$ cat config.mk
export PLATFORM = sky130hd
export DESIGN_NAME = instr_fetch
export DESIGN_NICKNAME = d
export VERILOG_FILES = /design/src/rtl/fetch_pkg.sv /design/src/rtl/fetch_wait_ctr.sv /design/src/rtl/instr_fetch.sv
export SDC_FILE = /design/constraint.sdc
export NUM_CORES = 1
export LEC_CHECK = 0
export CAP_MARGIN = 30
export CORE_UTILIZATION = 43
export CTS_BUF_LIST = sky130_fd_sc_hd__clkbuf_4 sky130_fd_sc_hd__clkbuf_8
export DETAILED_ROUTE_END_ITERATION = 8
export PLACE_DENSITY = 0.81
export SYNTH_ARGS = -nofsm -noshare
export SYNTH_HDL_FRONTEND = slang
export SYNTH_SLANG_ARGS = --single-unit
$ cat constraint.sdc
create_clock -name clk -period 2.44 [get_ports clk]
set_input_delay 0.732 -clock clk [delete_from_list [all_inputs] [get_ports clk]]
set_output_delay 0.732 -clock clk [all_outputs]
set_load 0.01 [all_outputs]
$ cat src/rtl/fetch_pkg.sv
// Shared types and constants for the instruction fetch unit.
// Imported by instr_fetch and fetch_wait_ctr.
package fetch_pkg;

    localparam int INSTR_W = 32;
    localparam int PC_STEP = 4;
    localparam int CNT_W   = 4;

    typedef enum logic [1:0] {
        FETCH = 2'd0,
        HOLD  = 2'd1,
        HALT  = 2'd2
    } fetch_state_t;

    function automatic logic [15:0] sat_inc16(
        input logic [15:0] v
    );
        return (v == 16'hFFFF) ? v : v + 16'd1;
    endfunction

endpackage

$ cat src/rtl/fetch_wait_ctr.sv
// Loadable down-counter timing the memory read settle window.
// Stops at zero; zero flag tells fetch the word is usable.
module fetch_wait_ctr
    import fetch_pkg::*;
(
    input  logic             clk,
    input  logic             load,
    input  logic [CNT_W-1:0] load_val,
    input  logic             en,
    output logic             zero
);

    logic [CNT_W-1:0] cnt;

    always_ff @(posedge clk) begin
        if (load) begin
            cnt <= load_val;
        end else if (en && (cnt != '0)) begin
            cnt <= cnt - 1'b1;
        end
    end

    assign zero = (cnt == '0);

endmodule

$ cat src/rtl/instr_fetch.sv
// Instruction fetch: PC, memory wait, registered word to decode,
// branch redirect and end-of-program halt.
module instr_fetch
    import fetch_pkg::*;
#(
    parameter int unsigned RD_CYCLES = 2,
    parameter int unsigned MEM_SIZE  = 40,
    parameter logic [31:0] RESET_PC  = 32'd0
) (
    input  logic               clk,
    input  logic               rst_n,
    output logic [31:0]        mem_addr,
    input  logic [INSTR_W-1:0] mem_instr,
    output logic [INSTR_W-1:0] instr,
    output logic               instr_valid,
    input  logic               instr_ready,
    output logic [31:0]        instr_pc,
    input  logic               redirect_en,
    input  logic [31:0]        redirect_pc,
    output logic               halted,
    output logic [15:0]        fetch_count
);

    localparam logic [CNT_W-1:0] RELOAD  = CNT_W'(RD_CYCLES - 1);
    localparam logic [31:0]      MEM_LIM = 32'(MEM_SIZE);

    fetch_state_t state;
    logic [31:0]  pc;
    logic [31:0]  pc_inc;
    logic [31:0]  tgt;
    logic         xfer;
    logic         ctr_load;
    logic         ctr_en;
    logic         ctr_zero;

    assign mem_addr = pc;
    assign pc_inc   = pc + 32'(PC_STEP);
    assign tgt      = {redirect_pc[31:2], 2'b00};
    assign xfer     = (state == HOLD) && instr_valid && instr_ready;
    assign ctr_load = !rst_n || redirect_en || xfer;
    assign ctr_en   = (state == FETCH);

    fetch_wait_ctr u_wait (
        .clk      (clk),
        .load     (ctr_load),
        .load_val (RELOAD),
        .en       (ctr_en),
        .zero     (ctr_zero)
    );

    always_ff @(posedge clk) begin
        if (!rst_n) begin
            state       <= FETCH;
            pc          <= RESET_PC;
            instr       <= '0;
            instr_pc    <= '0;
            instr_valid <= 1'b0;
            halted      <= 1'b0;
            fetch_count <= '0;
        end else begin
            // decode already took the word, so it counts even on redirect
            if (xfer) begin
                fetch_count <= sat_inc16(fetch_count);
            end
            if (redirect_en) begin
                pc          <= tgt;
                instr_valid <= 1'b0;
                if (tgt < MEM_LIM) begin
                    state  <= FETCH;
                    halted <= 1'b0;
                end else begin
                    state  <= HALT;
                    halted <= 1'b1;
                end
            end else begin
                unique case (state)
                    FETCH: begin
                        if (ctr_zero) begin
                            instr       <= mem_instr;
                            instr_pc    <= pc;
                            instr_valid <= 1'b1;
                            state       <= HOLD;
                        end
                    end
                    HOLD: begin
                        if (instr_ready) begin
                            instr_valid <= 1'b0;
                            pc          <= pc_inc;
                            if (pc_inc >= MEM_LIM) begin
                                state  <= HALT;
                                halted <= 1'b1;
                            end else begin
                                state <= FETCH;
                            end
                        end
                    end
                    HALT: begin
                        halted <= 1'b1;
                    end
                    default: begin
                        state <= FETCH;
                    end
                endcase
            end
        end
    end

endmodule

# Word level (Yosys, flattened, before mapping)

Cells that the tools add are included.

Add/subtract/negate cells: 3
Order comparisons: 2
Equal/unequal tests: 9
Multiplexer cells: 17
Bitwise logic cells: 3
Reductions and logical operators: 21

Operators with widths:

| cell                                                                           | number |
|---|---|
| 32-bit 2-to-1 mux                                                              | 3 |
| 32-bit by 3-bit adder with 32-bit output (second input constant)               | 1 |
| 32-bit by 6-bit >= comparator with 1-bit output (second input constant)        | 1 |
| 32-bit by 6-bit less-than comparator with 1-bit output (second input constant) | 1 |
| 16-bit by 1-bit adder with 16-bit output (second input constant)               | 1 |
| 16-bit == test (second input constant)                                         | 1 |
| 3-bit AND reduction                                                            | 4 |
| 2-bit 2-to-1 mux                                                               | 5 |
| 1-bit 2-to-1 mux                                                               | 6 |
| 2-bit != test (second input constant)                                          | 3 |
| 3-bit != test (second input constant)                                          | 2 |
| 2-bit case mux with 3 select lines                                             | 1 |
| 2-bit AND reduction                                                            | 3 |
| 2-bit nonzero test                                                             | 3 |
| 4-bit zero test                                                                | 1 |
| 1-bit case mux with 2 select lines                                             | 2 |
| 4-bit nonzero test                                                             | 1 |
| 4-bit by 1-bit subtractor with 4-bit output (second input constant)            | 1 |
| 1-bit logical AND                                                              | 3 |
| 3-bit by 2-bit != test with 1-bit output (second input constant)               | 1 |
| 1-bit inverter                                                                 | 3 |
| 3-bit nonzero test                                                             | 1 |
| 2-bit by 1-bit == test with 1-bit output (second input constant)               | 1 |
| 2-bit == test (second input constant)                                          | 1 |
| other kinds (4)                                                                | 5 |

Bits in registers: 120
Output and inout port bits: 114
Logic and storage cells: 64

# Longest topological paths before layout

Gate-level depths: netlist of run 1.

Depth after elaboration: 6
Mapped depth: 9
Mapped depth without buffers: 7

# Hierarchy

From an unflattened synthesis of run 1, not the netlist that was laid out.

Cells, all modules: 740
Area total of the unflattened synthesis: 5,992.0 um^2

Modules (own cells, without submodules):

| module         | instances | cells an instance | area an instance (um^2) | seq. area each (um^2) |
|---|---|---|---|---|
| instr_fetch    | 1         | 718               | 5,758.0                 | 2,242.2 |
| fetch_wait_ctr | 1         | 22                | 234.0                   | 120.1 |

# Least setup slack after synthesis of run 1

No wires, ideal clock.

Path type: reg2reg
From: register pc[2], in the netlist mem_addr[2]
To: register halted
Arrival time: 2.317 ns
Data required time: 2.303 ns
Slack: -0.014 ns
Cell stages (with the launch flop): 9
Period minus slack after synthesis: 2.454 ns
Path through: dfxtp_1 > ha_1 > buf_6 > and3_4 > or4_1 > a221o_1 > a2111o_1 > nor4_2 > a221oi_1

Word-level cells in the longest chain between the ends: 4

Ends and longest elaborated chain:

| what                                                      | line              | RTL |
|---|---|---|
| start: declaration                                        | instr_fetch.sv:28 | `logic [31:0] pc;` |
| start signal: assignment                                  | instr_fetch.sv:66 | `pc <= tgt;` |
| start signal: assignment                                  | instr_fetch.sv:88 | `pc <= pc_inc;` |
| 32-bit by 3-bit adder with 32-bit output                  | instr_fetch.sv:37 | `assign pc_inc = pc + 32'(PC_STEP);` |
| 32-bit by 6-bit >= comparator with 1-bit output           | instr_fetch.sv:89 | `if (pc_inc >= MEM_LIM) begin` |
| 3-bit by 2-bit != test with 1-bit output (no source line) | n/a               |  |
| 3-bit AND reduction (no source line)                      | n/a               |  |
| end signal: assignment                                    | instr_fetch.sv:58 | `halted <= 1'b0;` |
| end signal: assignment                                    | instr_fetch.sv:91 | `halted <= 1'b1;` |
| end signal: assignment                                    | instr_fetch.sv:98 | `halted <= 1'b1;` |
| end: declaration                                          | instr_fetch.sv:20 | `output logic halted,` |

Every way passes these cells.
A chain may end at the register's enable or synchronous reset.

# Worst setup path in the final report of run 1

From: register pc[28], in the netlist mem_addr[28]
To: output mem_addr[28]

RTL lines:

| what             | line              | RTL |
|---|---|---|
| end: declaration | instr_fetch.sv:12 | `output logic [31:0] mem_addr,` |

No word-level cell between the ends.

==> results of run 1 <==
[worst register-to-register path, cell delays in order, from the launching register on]
cell and delay (ns):
dfxtp_1 0.32, ha_1 0.24, and3_4 0.22, or4_1 0.39, a221o_1 0.33, a2111o_1 0.40, nor4_4 0.17, a221oi_1 0.11
[synthesized netlist by cell type, types with 2 or more instances]
cell / instances / area (sq um)
o22ai_1: 2 / 12.5
a2111oi_0: 3 / 26.3
clkbuf_1: 42 / 158
and2_1: 13 / 81.3
nor2_1: 47 / 176
nor4_1: 10 / 62.6
o211a_1: 5 / 50.1
a21boi_0: 2 / 15.0
and4b_1: 2 / 20.0
a31oi_1: 3 / 18.8
buf_2: 11 / 55.1
o21ai_0: 21 / 105
nand4_1: 22 / 138
and4_1: 8 / 70.1
nand3_1: 18 / 90.1
nand2b_1: 6 / 37.5
nor2b_1: 2 / 12.5
nor4b_1: 2 / 17.5
a211oi_1: 3 / 22.5
and3_1: 10 / 62.6
dfxtp_1: 116 / 2320
inv_1: 9 / 33.8
ha_1: 4 / 50.1
nand2_1: 158 / 593
o211ai_1: 6 / 45.0
a21oi_1: 75 / 375
or3_1: 9 / 56.3
xnor2_1: 26 / 228
xor2_1: 20 / 175
a211o_1: 2 / 17.5
mux2i_1: 13 / 130
o21a_1: 2 / 15.0
and3b_1: 2 / 17.5
buf_4: 4 / 30.0
nor3_1: 21 / 105
[through the flow]
stage	util	hold slack [ns]
2_1_floorplan	-	0.465
3_3_place_gp	0.612	0.441
3_5_place_dp	0.612	0.446
4_1_cts	0.646	0.454
5_1_grt	0.647	0.475
6_report	0.647	0.453
[cell usage in the layout, fill, tap and decap left out, types with 3 or more instances in the layout]
cell type,count
dfxtp_1,115
and4_1,8
conb_1,4
xnor2_1,26
or3_1,9
nor2_1,46
buf_12,4
a21oi_1,75
nor3_1,21
inv_1,8
nor4_1,9
a2111oi_0,3
bufinv_16,4
mux2i_1,13
nand3_1,18
a31oi_1,3
and3_1,10
o211a_1,5
nand4_1,22
clkdlybuf4s50_1,174
xor2_1,20
buf_4,45
clkinv_2,4
and2_1,13
ha_1,4
clkbuf_8,19
nand2_1,158
nand2b_1,6
o21ai_0,21
a211oi_1,3
o211ai_1,6
[cell families (layout without fill, tap and decap cells)]
| family | Yosys count | after routing | synth area share |
|---|---|---|---|
| compound gates | 132 | 132 | 0.139 |
| xor+xnor | 46 | 46 | 0.0718 |
| fa+ha+maj | 4 | 4 | 0.00892 |
| buf+inv | 68 | 264 | 0.0520 |
| flops | 116 | 116 | 0.414 |
| mux | 13 | 13 | 0.0232 |
| other cells | 1 | 4 | 0.000669 |
| simple gates | 339 | 339 | 0.291 |
[sequential cells by signal, summed over array words and instances (netlist names)]
register / cells
halted: 1
mem_addr: 30
u_wait.cnt: 4
instr: 32
state: 2
fetch_count: 16
instr_pc: 30
instr_valid: 1
[power by group]
part | switching (mW) | total [mW] | internal, mW
clock | 0.761 | 1.94 | 1.18
sequential | 0.0641 | 2.02 | 1.95
combinational | 0.279 | 0.596 | 0.317
[layout make-up]
type	count	area, sq um
clock buffers	21	277
repair buffers	224	2160
well taps	172	215
flip-flops and latches	116	2320
clock inverters	10	155
multi-input cells	538	3030
fillers	1123	4470
inverters	9	33.8
[worst min-delay path by stage]
stage / start / endpoint / slack [ns]
6_report: instr[7] / instr[7] / 0.45
5_1_grt: instr[19] / instr[19] / 0.47
4_1_cts: instr[19] / instr[19] / 0.45
3_5_place_dp: instr[10] / instr[10] / 0.45
3_3_place_gp: instr[30] / instr[30] / 0.44
2_1_floorplan: state[1] / state[0] / 0.47
[layer usage]
layer / global-route usage / vias up / wire length (microns)
met5: 0 / - / 0
met4: 0.0889 / 0 / 252
met3: 0.0742 / 19 / 1240
met2: 0.394 / 200 / 7670
met1: 0.318 / 2695 / 7170
li1: - / 2844 / -
[repair_timing]
action                                 CTS  global route
setup endpoints to repair                0             2
endpoints found under the hold margin    0             0
gates resized for setup                  0             3
==> impl_metrics.tcl, run 1 <==
set metrics [dict create \
    outcome "complete, no violations" \
    drt_iter0_markers 369 \
    path_class "register to primary output" \
    cts_buffers 17 \
    worstSetupEndpointType "primary output" \
    ys_async_sr_fraction 0 \
    vias_per_cell 5.28 \
    netlist_instances 719 \
    cpLargestDelayFamily "buffers and inverters" \
    cts_tree "done" \
    drtPass1Iterations 5 \
    vdd_drop_max_uv 449 \
    die_area_sq_um 13500 \
    cp-startpoint "mem_addr[28]" \
    slew_viol_final 0 \
    start_util 0.443 \
    ys_ff_latch 116 \
    maxCapViolations 0 \
    max_stage_delay_ns 0.63 \
    clock_path_buffers 2 \
    fp.dieH_microns 116 \
    critPathArrivalTime_ns 1.60 \
    max_freq_ghz 0.429 \
    clock_latency_ns 0.43 \
    placement_rows 41 \
    cellLeakagePower_nw 2.97 \
    cts_sinks 116 \
    synth.avg_cell_area_sq_um 7.80 \
    grt_usage 0.248 \
    grt_max_degree 93 \
    critPathLaunchType "register" \
    worst_pin_slew_ns 0.528 \
    fin_total_pwr_mw 4.55 \
    io_pins 182 \
    hold_depth 2 \
    min_period_ns 2.33 \
    max_slew_margin 0.645 \
    htreeDepth 4 \
    tns_ns 0 \
    dp.cells 1059 \
    final_cell_area_sq_um 8200 \
    setup_violations 0 \
    core_sq_um 12700 \
    place_ws_ns -0.319 \
    reg2reg_from "mem_addr[2]" \
    antenna_left 0 \
    first_global_vias 5210 \
    hold_viol_final 0 \
    ys_seq_area_frac 0.414 \
    reg2reg_depth 7 \
    rrSetupSlack_ns 0.15 \
    synth_ff_type "dfxtp_1" \
    power_density_nw_per_um2 555 \
    synth-edff-count 0 \
    routed_wl_mm 16.3 \
    gp_congestion 0.925 \
    ys_warn_count 0 \
    required_ns 1.71 \
    endpoint "mem_addr[28]" \
    clock-skew-final_ns 0.00604 \
    antenna_found_initial 0 \
    port_buffers 175 \
    nNetsFinal 978 \
    layout-drive-gt1-share 0.0991 \
    die_w_microns 116 \
    grt.overflow.total 0 \
    placed_cell_area_sq_um 7750 \
    r2r_end "halted" \
    syn2layout_area_growth_pct 46.2 \
    yosysUniqueCellTypes 55 \
    crit_buf_inv 1 \
    cp.depth 1 \
    clk_pin_slew_ns 0.07 \
    cp_cell_sequence "clkdlybuf4s50_1" \
    clock_tree.root_cell "clkbuf_8" \
    holdBufCountCts 0 \
    grt_pass1_wl_mm 25.9 \
    cp_max_fo 9 \
    fin_crit_sh 0.955 \
    slowest_stage "clkdlybuf4s50_1" \
    post_drt_wl_per_cell_microns 15.0 \
    instances_no_fill 1090 \
    fin_ws_ns 0.110 \
    drc 0 \
    post_cts.repair.setup_buffers 0 \
    place_hpwl_mm 11.5 \
    n_antenna_cell 0 \
    syn-cell-area_sq_um 5610 \
    hold_class "register to register" \
    rsz0062_at_grt "no" \
    vias 5758 \
]
No activity file was read; power rests on OpenSTA's default activity.
==> run 2: changes to the inputs <==
- CORE_ASPECT_RATIO: unset -> 0.8
- CORE_MARGIN: unset -> 4
==> run 2 against run 1 <==
Utilization shrank 1.4 points. Non-clock buffer count decreased by 4. Hold slack about the same. Routed wire length up 4.7%. Die area up 11%. Critical endpoint unchanged. Total power is 1.4% lower. Clock skew is 0.0029 ns higher. Largest cell class unchanged. Clock power down 3%. Sequential share of layout area up 0.27 points. Fmax down 0.43%. Critical path type unchanged. Combinational power is 2% lower. Highest routed layer unchanged. Final cell count unchanged.
==> impl_metrics.tcl, run 2 (same netlist as run 1, synthesis figures left out) <==
set metrics [dict create \
    outcome "complete, no violations" \
    max_stage_delay_ns 0.64 \
    routed_wl_mm 17.1 \
    path_class "register to primary output" \
    vias_per_cell 5.29 \
    first_global_vias 5243 \
    cts_tree "done" \
    antenna_found_initial 0 \
    fin_crit_sh 0.959 \
    layout-drive-gt1-share 0.0951 \
    fin_util 0.633 \
    cp-startpoint "mem_addr[28]" \
    die_w_microns 136 \
    critPathArrivalTime_ns 1.61 \
    clock-skew-final_ns 0.00896 \
    grt.overflow.total 0 \
    hold_viol_final 0 \
    fin_hold_ws_ns 0.453 \
    clock_latency_ns 0.43 \
    register_area_sq_um 2320 \
    final_cell_mix "174 x clkdlybuf4s50_1, 158 x nand2_1, 116 x dfxtp_1" \
    post_drt_wl_per_cell_microns 15.7 \
    cp_max_fo 9 \
    worst_pin_slew_ns 0.549 \
    clock_tree.root_cell "clkbuf_8" \
    fp.dieH_microns 110 \
    multiInputGateArea_sq_um 3020 \
    pwr-share-clk 0.420 \
    setup_violations 0 \
    crit_buf_inv 1 \
    core_sq_um 12800 \
    n_antenna_cell 0 \
    cts_buffers 17 \
    antenna_left 0 \
    vdd_drop_max_uv 345 \
    nNetsFinal 974 \
    pwr-share-seq 0.450 \
    cpLargestDelayFamily "buffers and inverters" \
    fin_total_pwr_mw 4.48 \
    max_freq_ghz 0.427 \
    io_pins 182 \
    post_cts.repair.setup_buffers 0 \
    reg2reg_from "mem_addr[2]" \
    vias 5762 \
    grt_usage 0.226 \
    worstSetupEndpointType "primary output" \
    tns_ns 0 \
    drtPass1Iterations 5 \
    port_buffers 175 \
    dp.cells 1058 \
    cp.depth 1 \
    cts_sinks 116 \
    pwr-share-comb 0.130 \
    instances_no_fill 1090 \
    grt_max_degree 54 \
    clk_pin_slew_ns 0.07 \
    cp_cell_sequence "clkdlybuf4s50_1" \
    place_hpwl_mm 12.5 \
    rrSetupSlack_ns 0.11 \
    htreeDepth 4 \
    maxCapViolations 0 \
    syn2layout_area_growth_pct 44.7 \
    cellLeakagePower_nw 2.93 \
    required_ns 1.71 \
    slowest_stage "clkdlybuf4s50_1" \
    start_util 0.437 \
    min_period_ns 2.34 \
    slew_viol_final 0 \
    largest_reg_flops 32 \
    grt_pass1_wl_mm 26.8 \
    final_common_cell "clkdlybuf4s50_1" \
    gp_congestion 0.930 \
    endpoint "mem_addr[28]" \
    power_density_nw_per_um2 552 \
    reg2reg_depth 7 \
    holdBufCountCts 0 \
    drc 0 \
    clock_path_buffers 2 \
    rsz0062_at_grt "no" \
    drt_iter0_markers 484 \
    placement_rows 37 \
    fill_cells 1138 \
    power.switching_mw 1.15 \
    sw_frac_of_total 0.256 \
    max_slew_margin 0.631 \
    regMostFlops "instr" \
    die_area_sq_um 14900 \
    cts_resized 0 \
    critPathLaunchType "register" \
    r2r_end "halted" \
    internal_power_mw 3.34 \
    hold_class "register to register" \
]
-- run 2: routing by layer --
| layer | up-vias | routed length (microns) | GRT usage |
|---|---|---|---|
| li1 | 2829 | - | - |
| met1 | 2695 | 7820 | 0.318 |
| met2 | 220 | 7520 | 0.346 |
| met3 | 18 | 1560 | 0.0603 |
| met4 | 0 | 209 | 0.0612 |
| met5 | - | 0 | 0 |
-- run 2: tightest hold or removal path, cell delays in order, from the launching register on --
cell and delay [ns]:
dfxtp_1 0.31, nand2_1 0.05, a21oi_1 0.05
-- run 2: worst min-delay path by stage --
stage | depth (start not counted) | start | slack, ns | end
detailed placement | 2 | instr[5] | 0.45 | instr[5]
global placement | 2 | instr_pc[8] | 0.44 | instr_pc[8]
CTS | 2 | instr[5] | 0.45 | instr[5]
global route | 2 | instr[5] | 0.47 | instr[5]
floorplan | 1 | state[1] | 0.47 | state[0]
finish | 2 | instr_pc[23] | 0.45 | instr_pc[23]
-- run 2: power by group through the flow --
stage	registers [mW]	logic [mW]	clock network, mW
after floorplan	2.06	0.271	0
after global placement	2.06	0.572	0
after detailed placement	2.06	0.580	0
after CTS	2.01	0.584	1.92
after global routing	2.02	0.634	2.01
final	2.02	0.584	1.88
-- run 2: metrics by stage --
step	setup WS, ns	area, sq um
2_1_floorplan	0.116	5620
3_3_place_gp	-0.201	7690
3_5_place_dp	-0.223	7690
4_1_cts	0.0860	8110
5_1_grt	0.00322	8120
6_report	0.100	8120
-- run 2: layout make-up --
| type | count | area share |
|---|---|---|
| repair buffers | 220 | 0.258 |
| clock buffers | 20 | 0.0331 |
| well taps | 175 | 0.0270 |
| clock inverters | 12 | 0.0190 |
| flip-flops and latches | 116 | 0.286 |
| inverters | 9 | 0.00416 |
| multi-input cells | 538 | 0.372 |
==> run 3: changes to the inputs <==
- CORE_UTILIZATION: 43 -> 40
- PLACE_DENSITY: 0.81 -> 0.77
==> run 3 against run 2 <==
Clock power is 15% lower. Worst setup slack lost 0.015 ns. Flip-flop and latch count did not move. Count of clock-buffer cells in the layout is 3 higher. Sequential share of layout area rose by 0.17 points. Die area grew 7.0%. Total power shrank 6.4%. Fmax shrank 0.62%. Final cell count rose by 0.55%. Register-to-register slack is essentially flat. Non-clock buffer count increased by 1. Largest power group unchanged.
==> impl_metrics.tcl, run 3 (same netlist as run 1, synthesis figures left out) <==
set metrics [dict create \
    rsz0062_at_grt "yes" \
    placement_rows 38 \
    fp.dieH_microns 114 \
    critPathArrivalTime_ns 1.62 \
    max_freq_ghz 0.425 \
    max_slew_margin 0.620 \
    cts_buffers 17 \
    n_antenna_cell 0 \
    rrSetupSlack_ns 0.12 \
    worstSetupEndpointType "primary output" \
    fin_hold_ws_ns 0.453 \
    critPathLaunchType "register" \
    vias 5811 \
    reg2reg_from "mem_addr[2]" \
    setup_violations 0 \
    antenna_found_initial 0 \
    grt.overflow.total 0 \
    pwr-share-comb 0.142 \
    routed_wl_mm 17.4 \
    power.switching_mw 1.13 \
    cp_cell_sequence "buf_4, clkdlybuf4s50_1" \
    final_common_cell "clkdlybuf4s50_1" \
    slowest_stage "clkdlybuf4s50_1" \
    pwr-share-clk 0.378 \
    min_period_ns 2.35 \
    fin_crit_sh 0.965 \
    gp_congestion 0.938 \
    drc 0 \
    clock_path_buffers 2 \
    drt_iter0_markers 557 \
    nNetsFinal 975 \
    outcome "complete, no violations" \
    syn2layout_area_growth_pct 43.9 \
    final_cell_mix "174 x clkdlybuf4s50_1, 158 x nand2_1, 115 x dfxtp_1" \
    cts_sinks 116 \
    max_stage_delay_ns 0.55 \
    internal_power_mw 3.07 \
    drtPass1Iterations 7 \
    path_class "register to primary output" \
    largest_reg_flops 32 \
    worst_pin_slew_ns 0.566 \
    cellLeakagePower_nw 2.91 \
    htreeDepth 4 \
    cp-startpoint "mem_addr[4]" \
    cts_tree "done" \
    layout-drive-gt1-share 0.0972 \
    hold_viol_final 0 \
    vdd_drop_max_uv 306 \
    fin_ws_ns 0.0855 \
    core_sq_um 13600 \
    power_density_nw_per_um2 520 \
    holdBufCountCts 0 \
    port_buffers 175 \
    endpoint "mem_addr[4]" \
    hold_class "register to register" \
    first_global_vias 5372 \
    place_ws_ns -0.193 \
    slew_viol_final 0 \
    required_ns 1.71 \
    vias_per_cell 5.30 \
    grt_pass1_wl_mm 27.7 \
    clock-skew-final_ns 0.0106 \
    sw_frac_of_total 0.268 \
    start_util 0.411 \
    clk_pin_slew_ns 0.07 \
    io_pins 182 \
    grt_max_degree 63 \
    grt_usage 0.212 \
    r2r_end "halted" \
    reg2reg_depth 7 \
    cp_max_fo 9 \
    fin_util 0.592 \
    clock_latency_ns 0.43 \
    antenna_left 0 \
    dp.cells 1064 \
    die_area_sq_um 16000 \
    maxCapViolations 0 \
    die_w_microns 140 \
    instances_no_fill 1096 \
    place_hpwl_mm 12.7 \
    clock_tree.root_cell "clkbuf_8" \
    regMostFlops "instr" \
    pwr-share-seq 0.480 \
    post_drt_wl_per_cell_microns 15.9 \
]
## run 3: cell types whose count changed in the layout (fill, tap and decap cells not counted), moves of 2 or more
cell	before	now
clkbuf_4	1	3
clkinv_2	3	5
clkinv_4	2	0
bufinv_16	3	0
## run 3: critical path: cells and delay by family (launching register included)
family	cells	cell delay [ns]
buf+inv	2	0.77
flops	1	0.42
## run 3: metal layers
layer  vias up  track usage  part of all wire
met5         -            0                 0
met4         0       0.0555             0.010
met3        17       0.0599             0.097
met2       252        0.316              0.43
met1      2709        0.303              0.46
li1       2833            -                 -
## run 3: how the worst min path moves through the flow
| stage | from | to | slack, ns | cells past startpoint |
|---|---|---|---|---|
| final | instr[27] | instr[27] | 0.45 | 2 |
| after global routing | instr_pc[31] | instr_pc[31] | 0.47 | 2 |
| after CTS | instr_pc[14] | instr_pc[14] | 0.46 | 2 |
| after detailed placement | instr_pc[14] | instr_pc[14] | 0.45 | 2 |
| after global placement | instr[23] | instr[23] | 0.44 | 2 |
| after floorplan | state[1] | state[0] | 0.47 | 1 |
## run 3: area by class of cell
class,instances,area (sq um)
clock buffers,23,298
inverters,9,33.8
well taps,180,225
clock inverters,9,55.1
repair buffers,221,2120
flip-flops and latches,116,2320
multi-input cells,538,3020
fillers,1229,5570
## run 3: repair_timing
| item | in CTS | in global routing |
|---|---|---|
| setup buffers | 0 | 0 |
| gates resized for setup | 0 | 3 |
| endpoints found under the hold margin | 0 | 0 |
| endpoints found under the setup margin | 0 | 3 |
## run 3: per-stage QoR
stage                TNS, ns  cell area (sq um)  total power [mW]
floorplan                  0               5620              2.33
global placement       -2.16               7710              2.63
detailed placement     -2.35               7710              2.64
CTS                        0               8070              4.25
global route        -0.00815               8070              4.38
finish                     0               8070              4.20
## run 3: power by group through the flow
| stage | logic (mW) | registers [mW] | clock network (mW) |
|---|---|---|---|
| finish | 0.595 | 2.01 | 1.59 |
| global route | 0.643 | 2.02 | 1.72 |
| CTS | 0.593 | 2.01 | 1.64 |
| detailed placement | 0.590 | 2.05 | 0 |
| global placement | 0.582 | 2.05 | 0 |
| floorplan | 0.271 | 2.06 | 0 |
